$ cat config.mk
export PLATFORM = sky130hd
export DESIGN_NAME = vend_credit_ctrl
export DESIGN_NICKNAME = d
export VERILOG_FILES = /design/src/rtl/vend_credit_ctrl.sv
export SDC_FILE = /design/constraint.sdc
export NUM_CORES = 1
export LEC_CHECK = 0
export CORE_MARGIN = 4
export CORE_UTILIZATION = 55
export CTS_BUF_LIST = sky130_fd_sc_hd__clkbuf_2 sky130_fd_sc_hd__clkbuf_4 sky130_fd_sc_hd__clkbuf_8
export DETAILED_ROUTE_END_ITERATION = 8
export PLACE_DENSITY = 0.76
export SLEW_MARGIN = 20
export SYNTH_ARGS = -nofsm -noshare
export SYNTH_HDL_FRONTEND = slang
export SYNTH_SLANG_ARGS = --single-unit
export TNS_END_PERCENT = 20
$ cat constraint.sdc
create_clock -name clk -period 3.5 [get_ports clk]
set_clock_uncertainty 0.05 [all_clocks]
set_input_delay 1.05 -clock clk [delete_from_list [all_inputs] [get_ports clk]]
set_output_delay 1.05 -clock clk [all_outputs]
set_load 0.03 [all_outputs]
$ cat src/rtl/vend_credit_ctrl.sv
// Vend controller: converts BCD credit to binary, checks it against the selected
// item price, runs the dispenser handshake, pays change as pulses and clears the counters.
module vend_credit_ctrl #(
  parameter logic [7:0]  PRICE_0 = 8'd25,
  parameter logic [7:0]  PRICE_1 = 8'd40,
  parameter logic [7:0]  PRICE_2 = 8'd55,
  parameter logic [7:0]  PRICE_3 = 8'd75,
  parameter logic [15:0] TIMEOUT = 16'd1000
) (
  input  logic       clk,
  input  logic       rst,
  input  logic [3:0] credit_ones,
  input  logic [3:0] credit_tens,
  input  logic       sel_valid,
  input  logic [1:0] sel_item,
  input  logic       cancel,
  input  logic       vend_ack,
  output logic       vend_req,
  output logic [1:0] vend_item,
  output logic       change_pulse,
  output logic       cnt_clr,
  output logic       coin_inhibit,
  output logic       err_insufficient,
  output logic       vend_fault
);

  typedef enum logic [2:0] {IDLE, CHECK, VEND, CHANGE, CLEAR} state_t;

  state_t      state_q, state_d;
  logic [7:0]  credit;
  logic [7:0]  price;
  logic [7:0]  credit_lat_q, credit_lat_d;
  logic [7:0]  change_amt_q, change_amt_d;
  logic [1:0]  vend_item_q, vend_item_d;
  logic [15:0] timer_q, timer_d;
  logic        phase_q, phase_d;

  // 10*tens computed as 8*tens + 2*tens
  assign credit = ({4'b0, credit_tens} << 3) + ({4'b0, credit_tens} << 1) + {4'b0, credit_ones};

  always_comb begin
    case (vend_item_q)
      2'd0:    price = PRICE_0;
      2'd1:    price = PRICE_1;
      2'd2:    price = PRICE_2;
      default: price = PRICE_3;
    endcase
  end

  always_comb begin
    state_d          = state_q;
    credit_lat_d     = credit_lat_q;
    change_amt_d     = change_amt_q;
    vend_item_d      = vend_item_q;
    timer_d          = '0;
    phase_d          = 1'b0;
    vend_req         = 1'b0;
    change_pulse     = 1'b0;
    cnt_clr          = 1'b0;
    err_insufficient = 1'b0;
    vend_fault       = 1'b0;
    coin_inhibit     = (state_q != IDLE);
    vend_item        = vend_item_q;

    case (state_q)
      IDLE: begin
        if (cancel) begin
          if (credit != '0) begin
            credit_lat_d = credit;
            change_amt_d = credit;
            state_d      = CHANGE;
          end
        end else if (sel_valid) begin
          vend_item_d  = sel_item;
          credit_lat_d = credit;
          state_d      = CHECK;
        end
      end
      CHECK: begin
        if (credit_lat_q >= price) begin
          change_amt_d = credit_lat_q - price;
          state_d      = VEND;
        end else begin
          err_insufficient = 1'b1;
          state_d          = IDLE;
        end
      end
      VEND: begin
        vend_req = 1'b1;
        timer_d  = timer_q + 16'd1;
        // ack takes priority over a coincident timeout
        if (vend_ack) begin
          timer_d = '0;
          state_d = (change_amt_q != '0) ? CHANGE : CLEAR;
        end else if (timer_q == TIMEOUT - 16'd1) begin
          vend_fault   = 1'b1;
          change_amt_d = credit_lat_q;
          timer_d      = '0;
          state_d      = CHANGE;
        end
      end
      CHANGE: begin
        if (change_amt_q == '0) begin
          state_d = CLEAR;
        end else if (!phase_q) begin
          change_pulse = 1'b1;
          change_amt_d = change_amt_q - 8'd1;
          phase_d      = 1'b1;
          if (change_amt_q == 8'd1) state_d = CLEAR;
        end
      end
      CLEAR: begin
        cnt_clr = 1'b1;
        state_d = IDLE;
      end
      default: state_d = IDLE;
    endcase
  end

  always_ff @(posedge clk or posedge rst) begin
    if (rst) begin
      state_q      <= IDLE;
      credit_lat_q <= '0;
      change_amt_q <= '0;
      vend_item_q  <= '0;
      timer_q      <= '0;
      phase_q      <= 1'b0;
    end else begin
      state_q      <= state_d;
      credit_lat_q <= credit_lat_d;
      change_amt_q <= change_amt_d;
      vend_item_q  <= vend_item_d;
      timer_q      <= timer_d;
      phase_q      <= phase_d;
    end
  end

endmodule

==> flow_metrics.tcl, run 1 <==
set metrics [dict create \
    die_h_um 80.3 \
    io_pins 23 \
    fillCellCount 416 \
    ys.flop_type "dfrtp_1" \
    fin_area_sq_mm 0.00354 \
    ant_nets 0 \
    synth_nets 374 \
    diodes 0 \
    htreeDepth 2 \
    power_uw 3660 \
    r2r_start "vend_item[1]" \
    fin_ws_ps 115 \
    syn_inst 334 \
    slowest_delay_ps 440 \
    hold_viol 0 \
    ys_async_sr_fraction_pct 100 \
    crit_chain "ha_1 -> inv_1 -> ha_2 -> a211oi_4 -> o2111ai_1 -> o21ai_2 -> buf_4" \
    ys_warn_count 0 \
    cp_top_family "compound AO/OA/AOI/OAI gates" \
    fin_crit_ps 3380 \
    r2r_end "change_amt_q[2]" \
    dpl-instance-area_sq_mm 0.00333 \
    critPathMaxFanout 7 \
    slowest_stage "dfrtp_1" \
    slew_violations 0 \
    hold_class "flip-flop to flip-flop" \
    grt_pass1_wl_mm 12.3 \
    core_sq_mm 0.00507 \
    numCtsBuffers 5 \
    worst_pin_slew_ps 601 \
    min_path_cells 1 \
    grt_pass1_vias 2601 \
    antenna_found_initial 0 \
    initial_utilization_pct 56.7 \
    clkSinkCount 38 \
    worstPathRequired_ps 2400 \
    clk_pin_slew_ps 80 \
    maxCapViolations 0 \
    tns_ps 0 \
    fmax_mhz 295 \
    grt_overflow_total 0 \
    routed_wl_mm 7.34 \
    clock_path_buffers 2 \
    min-delay-start "timer_q[0]" \
    synth_edf_count 0 \
    clk_latency_ps 300 \
    synth.distinct_cells 55 \
    avgSynthCellArea_sq_um 8.62 \
    globalRouteTotalUtil_pct 24.5 \
    power.leakage_uw 0.00159 \
    rsz0062_at_grt "false" \
    status "finished, final reports clean" \
    root_buffer "clkbuf_8" \
    p_per_area_mw_per_mm2 1030 \
    grt_max_degree 39 \
    place_ws_ps -468 \
    wl_per_cell_um 16.3 \
    ys_ff_latch 38 \
    vias 2617 \
    fin_crit_sh_pct 96.7 \
    cp-start-kind "flip-flop" \
    vias_per_cell 5.82 \
    reg2reg_depth 12 \
    final_cell_mix "39 x nor2_1, 38 x dfrtp_1, 29 x nand2_1" \
    end_kind "output port" \
    cts_hold_buffers 0 \
    drt-pass1-iter-count 5 \
    place_congestion 0.966 \
    critPathArrivalTime_ps 2280 \
    rows 26 \
    portBuffers 22 \
    cts_tree "yes" \
    whs_ps 412 \
    seq_area_frac_synth_pct 33.0 \
    crit_type "flip-flop to output port" \
    path_buf_inv 2 \
    worst-r2r-setup-slack_ps 830 \
    peakVddDrop_mv 0.905 \
    die-area_sq_mm 0.00645 \
    drtIter0Drc 119 \
    area_growth_pct 23.1 \
    fin_nets 419 \
    final_common_cell "nor2_1" \
    finalSetupViolations 0 \
    syn_area_sq_mm 0.00288 \
    maxSlewHeadroom_pct 60.0 \
    hold_end "timer_q[0]" \
    drive_gt1_share_pct 17.6 \
    dp.final_hpwl_mm 5.38 \
    die_w_um 80.3 \
    drc 0 \
]
sequential cells by signal, indices dropped and copies added (netlist names):
signal        count
phase_q           1
timer_q          16
state_q           3
change_amt_q      8
vend_item         2
credit_lat_q      8
what timing repair did:
action / in CTS / in global routing
endpoints found under the hold margin: 0 / 0
endpoints found under the setup margin: 15 / 10
resized for setup: 16 / 10
pin swaps: 4 / 7
buffers inserted: 0 / 2
logic make-up after synthesis:
| family | after synthesis | synth area share (%) |
|---|---|---|
| compound gates | 81 | 18.6 |
| xor+xnor | 23 | 7.00 |
| fa+ha+maj | 25 | 11.7 |
| buf+inv | 38 | 5.00 |
| flops | 38 | 33.0 |
| mux | 11 | 4.65 |
| simple gates | 118 | 20.0 |
how the worst max path moves through the flow:
stage                        start                to  slack, ps  depth (start not counted)
floorplan             vend_item[0]  err_insufficient        -90                          7
global placement    credit_ones[3]   change_amt_q[3]       -380                         10
detailed placement  credit_tens[0]   change_amt_q[5]       -470                         11
CTS                   vend_item[1]  err_insufficient        -40                          9
global route          vend_item[1]  err_insufficient          9                          7
finish                vend_item[1]  err_insufficient        120                          7
stage by stage:
stage               cells  util, %
floorplan             334        -
global placement      440     65.6
detailed placement    440     65.6
CTS                   448     68.7
global route          450     69.8
finish                450     69.8
cell usage after synthesis, types with 4 or more instances:
cell type / n / share of area, %
nor2_1: 39 / 5.1
dfrtp_1: 38 / 33
nand2_1: 29 / 3.8
inv_1: 28 / 3.7
a21oi_1: 23 / 4.0
ha_1: 22 / 9.6
o21ai_0: 21 / 3.7
xor2_1: 14 / 4.3
xnor2_1: 9 / 2.7
clkbuf_1: 7 / 0.91
nand3_1: 7 / 1.2
nand4_1: 6 / 1.3
nand2b_1: 5 / 1.1
nor3_1: 5 / 0.87
nor4_1: 5 / 1.1
and2_1: 4 / 0.87
and3_1: 4 / 0.87
mux2_4: 4 / 2.1
mux2i_1: 4 / 1.4
o22ai_1: 4 / 0.87
area by class of cell:
type	count	area [sq um]	share of cell area, %
Multi-Input combinational cell	258	1850	52.2
Tap cell	70	87.6	2.47
Clock inverter	3	68.8	1.94
Clock buffer	5	68.8	1.94
Sequential cell	38	951	26.8
Timing Repair Buffer	48	410	11.6
Inverter	28	105	2.97
metal layers:
metal  vias to the layer above  track usage [%]  wire length (um)  share of wire, %
li1                       1273                -                 -                 -
met5                         -                0                 0                 0
met4                         0             9.97               201               2.7
met1                      1247             30.5              3130                43
met3                        18             4.26               329               4.5
met2                        79             41.9              3670                50
power by group:
part / switching, uW / internal [uW]
combinational: 1330 / 1100
clock: 174 / 286
sequential: 186 / 580
Power figures use the tool's default switching activity.
==> run 2, diff against run 1 <==
- CAP_MARGIN: unset -> 20
- CELL_PAD_IN_SITES_DETAIL_PLACEMENT: unset -> 0
- CELL_PAD_IN_SITES_GLOBAL_PLACEMENT: unset -> 1
- CORE_UTILIZATION: 55 -> 46
- CTS_CLUSTER_SIZE: unset -> 28
- PLACE_DENSITY: 0.76 -> unset
- PLACE_DENSITY_LB_ADDON: unset -> 0.1
==> run 2 against run 1 <==
Compared with the run above: worst setup slack worse by 35 ps; sequential power down 3.4%; non-clock buffer count up 5; cell count up 2.0%; critical path depth up 3; count of clock-buffer cells in the layout up 1; critical path type is now input port to flip-flop; largest cell class unchanged.
==> flow_metrics.tcl, run 2 (synthesis results as in run 1) <==
set metrics [dict create \
    status "finished, final reports clean" \
    slew_violations 0 \
    cts_hold_buffers 0 \
    path_buf_inv 3 \
    r2r_start "vend_item[1]" \
    io_pins 23 \
    peakVddDrop_mv 0.591 \
    initial_utilization_pct 48.0 \
    fin_crit_ps 3420 \
    largest_reg_flops 16 \
    portBuffers 22 \
    die-area_sq_mm 0.00759 \
    slowest_delay_ps 420 \
    p_clk_share_pct 10.8 \
    root_buffer "clkbuf_8" \
    worst-r2r-setup-slack_ps 750 \
    dp.cells 447 \
    maxCapViolations 0 \
    diodes 0 \
    p_per_area_mw_per_mm2 999 \
    end_kind "flip-flop" \
    critPathArrivalTime_ps 3560 \
    grt_pass1_wl_mm 12.1 \
    clkSinkCount 38 \
    fin_ws_ps 80.0 \
    antenna_found_initial 0 \
    crit_chain "clkdlybuf4s50_1 -> ha_1 -> ha_1 -> inv_1 -> fa_2 -> nand2b_4 -> a32o_2 -> buf_6 -> a31oi_4 -> mux2_4" \
    hold_class "flip-flop to flip-flop" \
    routed_wl_mm 7.39 \
    max_flop_register "timer_q" \
    fin_cells 459 \
    p_comb_share_pct 68.7 \
    core_sq_mm 0.00599 \
    grt_overflow_total 0 \
    drtIter0Drc 163 \
    endpoint "credit_lat_q[7]" \
    r2r_end "change_amt_q[3]" \
    power_uw 3610 \
    htreeDepth 2 \
    cp-start-kind "input port" \
    grt_pass1_vias 2519 \
    drt-pass1-iter-count 5 \
    cp_top_family "adder cells" \
    tns_ps 0 \
    place_ws_ps -548 \
    worst_pin_slew_ps 591 \
    drc 0 \
    die_w_um 87.1 \
    crit_start "credit_ones[2]" \
    vias 2609 \
    worstPathRequired_ps 3640 \
    path_depth 10 \
    area_growth_pct 25.7 \
    drive_gt1_share_pct 19.0 \
    final_cell_mix "39 x nor2_1, 36 x dfrtp_1, 31 x buf_4" \
    netSwitchingFraction_pct 46.7 \
    globalRouteTotalUtil_pct 20.5 \
    clk_latency_ps 300 \
    die_h_um 87.1 \
    seq_power_share_pct 20.5 \
    reg2reg_depth 12 \
    dp.final_hpwl_mm 5.62 \
    cts_tree "yes" \
    crit_type "input port to flip-flop" \
    internal_power_uw 1930 \
    numCtsBuffers 5 \
    vias_per_cell 5.68 \
    ant_nets 0 \
    clock_path_buffers 2 \
    grt_max_degree 39 \
    clk_pin_slew_ps 80 \
    finalSetupViolations 0 \
    fin_nets 424 \
    power.leakage_uw 0.00163 \
    final_common_cell "nor2_1" \
    maxSlewHeadroom_pct 60.5 \
    reg.largest.list "timer_q x16, change_amt_q x8, credit_lat_q x8" \
    fin_crit_sh_pct 97.7 \
    p_sw_uw 1690 \
    wl_per_cell_um 16.1 \
    place_congestion 0.877 \
    hold_viol 0 \
    fmax_mhz 292 \
    crit_top_cell "ha_1" \
    rows 28 \
    critPathMaxFanout 5 \
    slowest_stage "fa_2" \
]
run 2: how the worst min path moves through the flow:
stage / end / cells after the start / slack (ps) / start
floorplan: timer_q[0] / 1 / 380 / timer_q[0]
global placement: timer_q[0] / 1 / 410 / timer_q[0]
detailed placement: timer_q[0] / 1 / 420 / timer_q[0]
CTS: timer_q[0] / 1 / 430 / timer_q[0]
global route: timer_q[0] / 1 / 460 / timer_q[0]
finish: timer_q[0] / 1 / 430 / timer_q[0]
run 2: power by group through the flow:
stage | registers [uW] | clock network, uW | logic (uW)
finish | 740 | 391 | 2480
global route | 762 | 416 | 2740
CTS | 736 | 397 | 2400
detailed placement | 744 | 0 | 2330
global placement | 739 | 0 | 2310
floorplan | 719 | 0 | 1670
run 2: cell type report:
class	instances	area (sq um)
inverters	28	105
fillers	525	2370
multi-input cells	258	1890
clock buffers	6	82.6
flip-flops and latches	38	953
well taps	75	93.8
clock inverters	1	30.0
repair buffers	53	464
run 2: through the flow:
step                      hold slack, ps  cell area [sq um]  utilization (%)
after floorplan                      383               2880                -
after global placement               411               3350             55.9
after detailed placement             415               3350             55.9
after CTS                            426               3540             59.1
after global routing                 461               3620             60.4
final                                426               3620             60.4
run 2: metal layers:
layer | GRT usage [%] | vias up | wire, um
met1 | 26.4 | 1250 | 3310
met5 | 0 | - | 0
met3 | 3.78 | 12 | 285
met4 | 5.72 | 0 | 137
li1 | - | 1284 | -
met2 | 35.1 | 63 | 3650
run 2: what timing repair did:
item                                   CTS  global route
endpoints found under the hold margin    0             0
pin swaps                                6             8
setup endpoints to repair               18            13
resized for setup                       14            19
buffers inserted                         2             3
==> run 3, diff against run 2 <==
- GPL_TIMING_DRIVEN: unset -> 0
==> run 3 against run 2 <==
Compared with the run above: cell count shrank 2.0%; combinational power shrank 2%; sequential share of layout area grew 0.82 points; non-clock buffer count shrank 10; clock power shrank 17%; die area is the same; count of clock-buffer cells in the layout is the same; largest cell class unchanged.
==> flow_metrics.tcl, run 3 (synthesis results as in run 1) <==
set metrics [dict create \
    status "finished, final reports clean" \
    hold_end "timer_q[0]" \
    fin_nets 414 \
    min_path_cells 1 \
    worstPathRequired_ps 3640 \
    crit_type "input port to flip-flop" \
    place_congestion 0.862 \
    finalSetupViolations 0 \
    dp.cells 431 \
    whs_ps 417 \
    diodes 0 \
    utilization_pct 58.4 \
    cp-start-kind "input port" \
    clkSinkCount 38 \
    p_per_area_mw_per_mm2 1010 \
    globalRouteTotalUtil_pct 20.9 \
    peakVddDrop_mv 0.647 \
    fmax_mhz 292 \
    die_w_um 87.1 \
    max_flop_register "timer_q" \
    min-delay-start "timer_q[0]" \
    routed_wl_mm 7.28 \
    fin_crit_ps 3430 \
    power.leakage_uw 0.00152 \
    grt_max_degree 24 \
    root_buffer "clkbuf_8" \
    drt-pass1-iter-count 4 \
    place_ws_ps -864 \
    grt_overflow_total 0 \
    rows 28 \
    fin_ws_ps 72.5 \
    fin_crit_sh_pct 97.9 \
    hold_viol 0 \
    area_growth_pct 21.6 \
    numCtsBuffers 5 \
    r2r_end "change_amt_q[7]" \
    critPathArrivalTime_ps 3560 \
    io_pins 23 \
    final_cell_mix "38 x nor2_1, 38 x dfrtp_1, 28 x nand2_1" \
    cts_tree "yes" \
    maxSlewHeadroom_pct 41.0 \
    grt_pass1_vias 2543 \
    drive_gt1_share_pct 16.3 \
    r2r_start "vend_item[1]" \
    reg.largest.list "timer_q x16, change_amt_q x8, credit_lat_q x8" \
    hold_class "flip-flop to flip-flop" \
    wl_per_cell_um 16.2 \
    power_uw 3520 \
    drtIter0Drc 179 \
    fin_cells 450 \
    clk_latency_ps 300 \
    clock_path_buffers 2 \
    crit_chain "clkdlybuf4s50_1 -> ha_1 -> ha_2 -> inv_2 -> fa_2 -> nand2_2 -> nor4_4 -> buf_4 -> a31oi_4 -> mux2_2" \
    initial_utilization_pct 48.0 \
    ant_nets 0 \
    die_h_um 87.1 \
    slew_violations 0 \
    maxCapViolations 0 \
    dp.final_hpwl_mm 5.53 \
    htreeDepth 2 \
    slowest_delay_ps 550 \
    slowest_stage "fa_2" \
    worst_pin_slew_ps 884 \
    die-area_sq_mm 0.00759 \
    reg2reg_depth 12 \
    antenna_found_initial 0 \
    critPathMaxFanout 5 \
    largest_reg_flops 16 \
    clk_pin_slew_ps 80 \
    end_kind "flip-flop" \
    portBuffers 21 \
    drc 0 \
    vias_per_cell 5.59 \
    worst-r2r-setup-slack_ps 790 \
    vias 2514 \
    core_sq_mm 0.00599 \
    grt_pass1_wl_mm 12.4 \
]
[run 3: cell types whose count changed in the layout (fill, tap and decap cells not counted), moves of 3 or more]
cell | previous run | this run
dlygate4sd2_1 | 1 | 5
dlymetal6s2s_1 | 4 | 1
buf_4 | 31 | 10
clkbuf_1 | 0 | 6
[run 3: worst max-delay path by stage]
stage | from | endpoint | slack [ps] | depth (start not counted)
after global placement | credit_tens[2] | change_amt_q[2] | -910 | 9
final | credit_ones[1] | credit_lat_q[2] | 70 | 10
after detailed placement | credit_tens[2] | change_amt_q[7] | -860 | 9
after global routing | vend_item[0] | err_insufficient | -10 | 10
after CTS | vend_item[0] | err_insufficient | -140 | 9
after floorplan | vend_item[0] | err_insufficient | -90 | 7
[run 3: timing repair]
item,4_1_cts,5_1_grt
gates cloned,0,0
pin swaps,10,9
hold buffers,0,0
setup endpoints to repair,21,17
resized for setup,32,16
setup buffers,7,4
[run 3: per-stage QoR]
stage | instance area [sq um] | setup TNS [ps]
floorplan | 2880 | -85.1
global placement | 3190 | -13450
detailed placement | 3210 | -12590
CTS | 3450 | -137
global route | 3500 | -16.5
finish | 3500 | 0
[run 3: critical path, delay by kind of cell]
kind	cells	cell delay (ps)
muxes	1	310
adders and majority gates	3	890
buffers and inverters	3	720
AOI/OAI and AO/OA	1	140
and+or+nand+nor	2	440
[run 3: layout make-up]
cell class,instances,area (sq um)
fill,552,2490
multi-input combinational,258,1910
sequential,38,951
timing repair buffer,33,305
inverter,28,105
tap,75,93.8
clock buffer,6,82.6
buffer,10,41.3
clock inverter,2,12.5
[run 3: power breakdown]
part | total [uW] | leakage (uW) | switching [uW] | internal (uW)
clock | 326 | 0.0000472 | 168 | 158
combinational | 2440 | 0.000989 | 1350 | 1090
sequential | 754 | 0.000486 | 174 | 581
total | 3520 | 0.00152 | 1690 | 1830
[run 3: layer usage]
metal,up-vias,track usage (%),wire length (um)
met2,51,33.8,3370
li1,1262,-,-
met3,16,3.50,317
met4,0,7.95,185
met5,-,0,0
met1,1185,28.0,3410
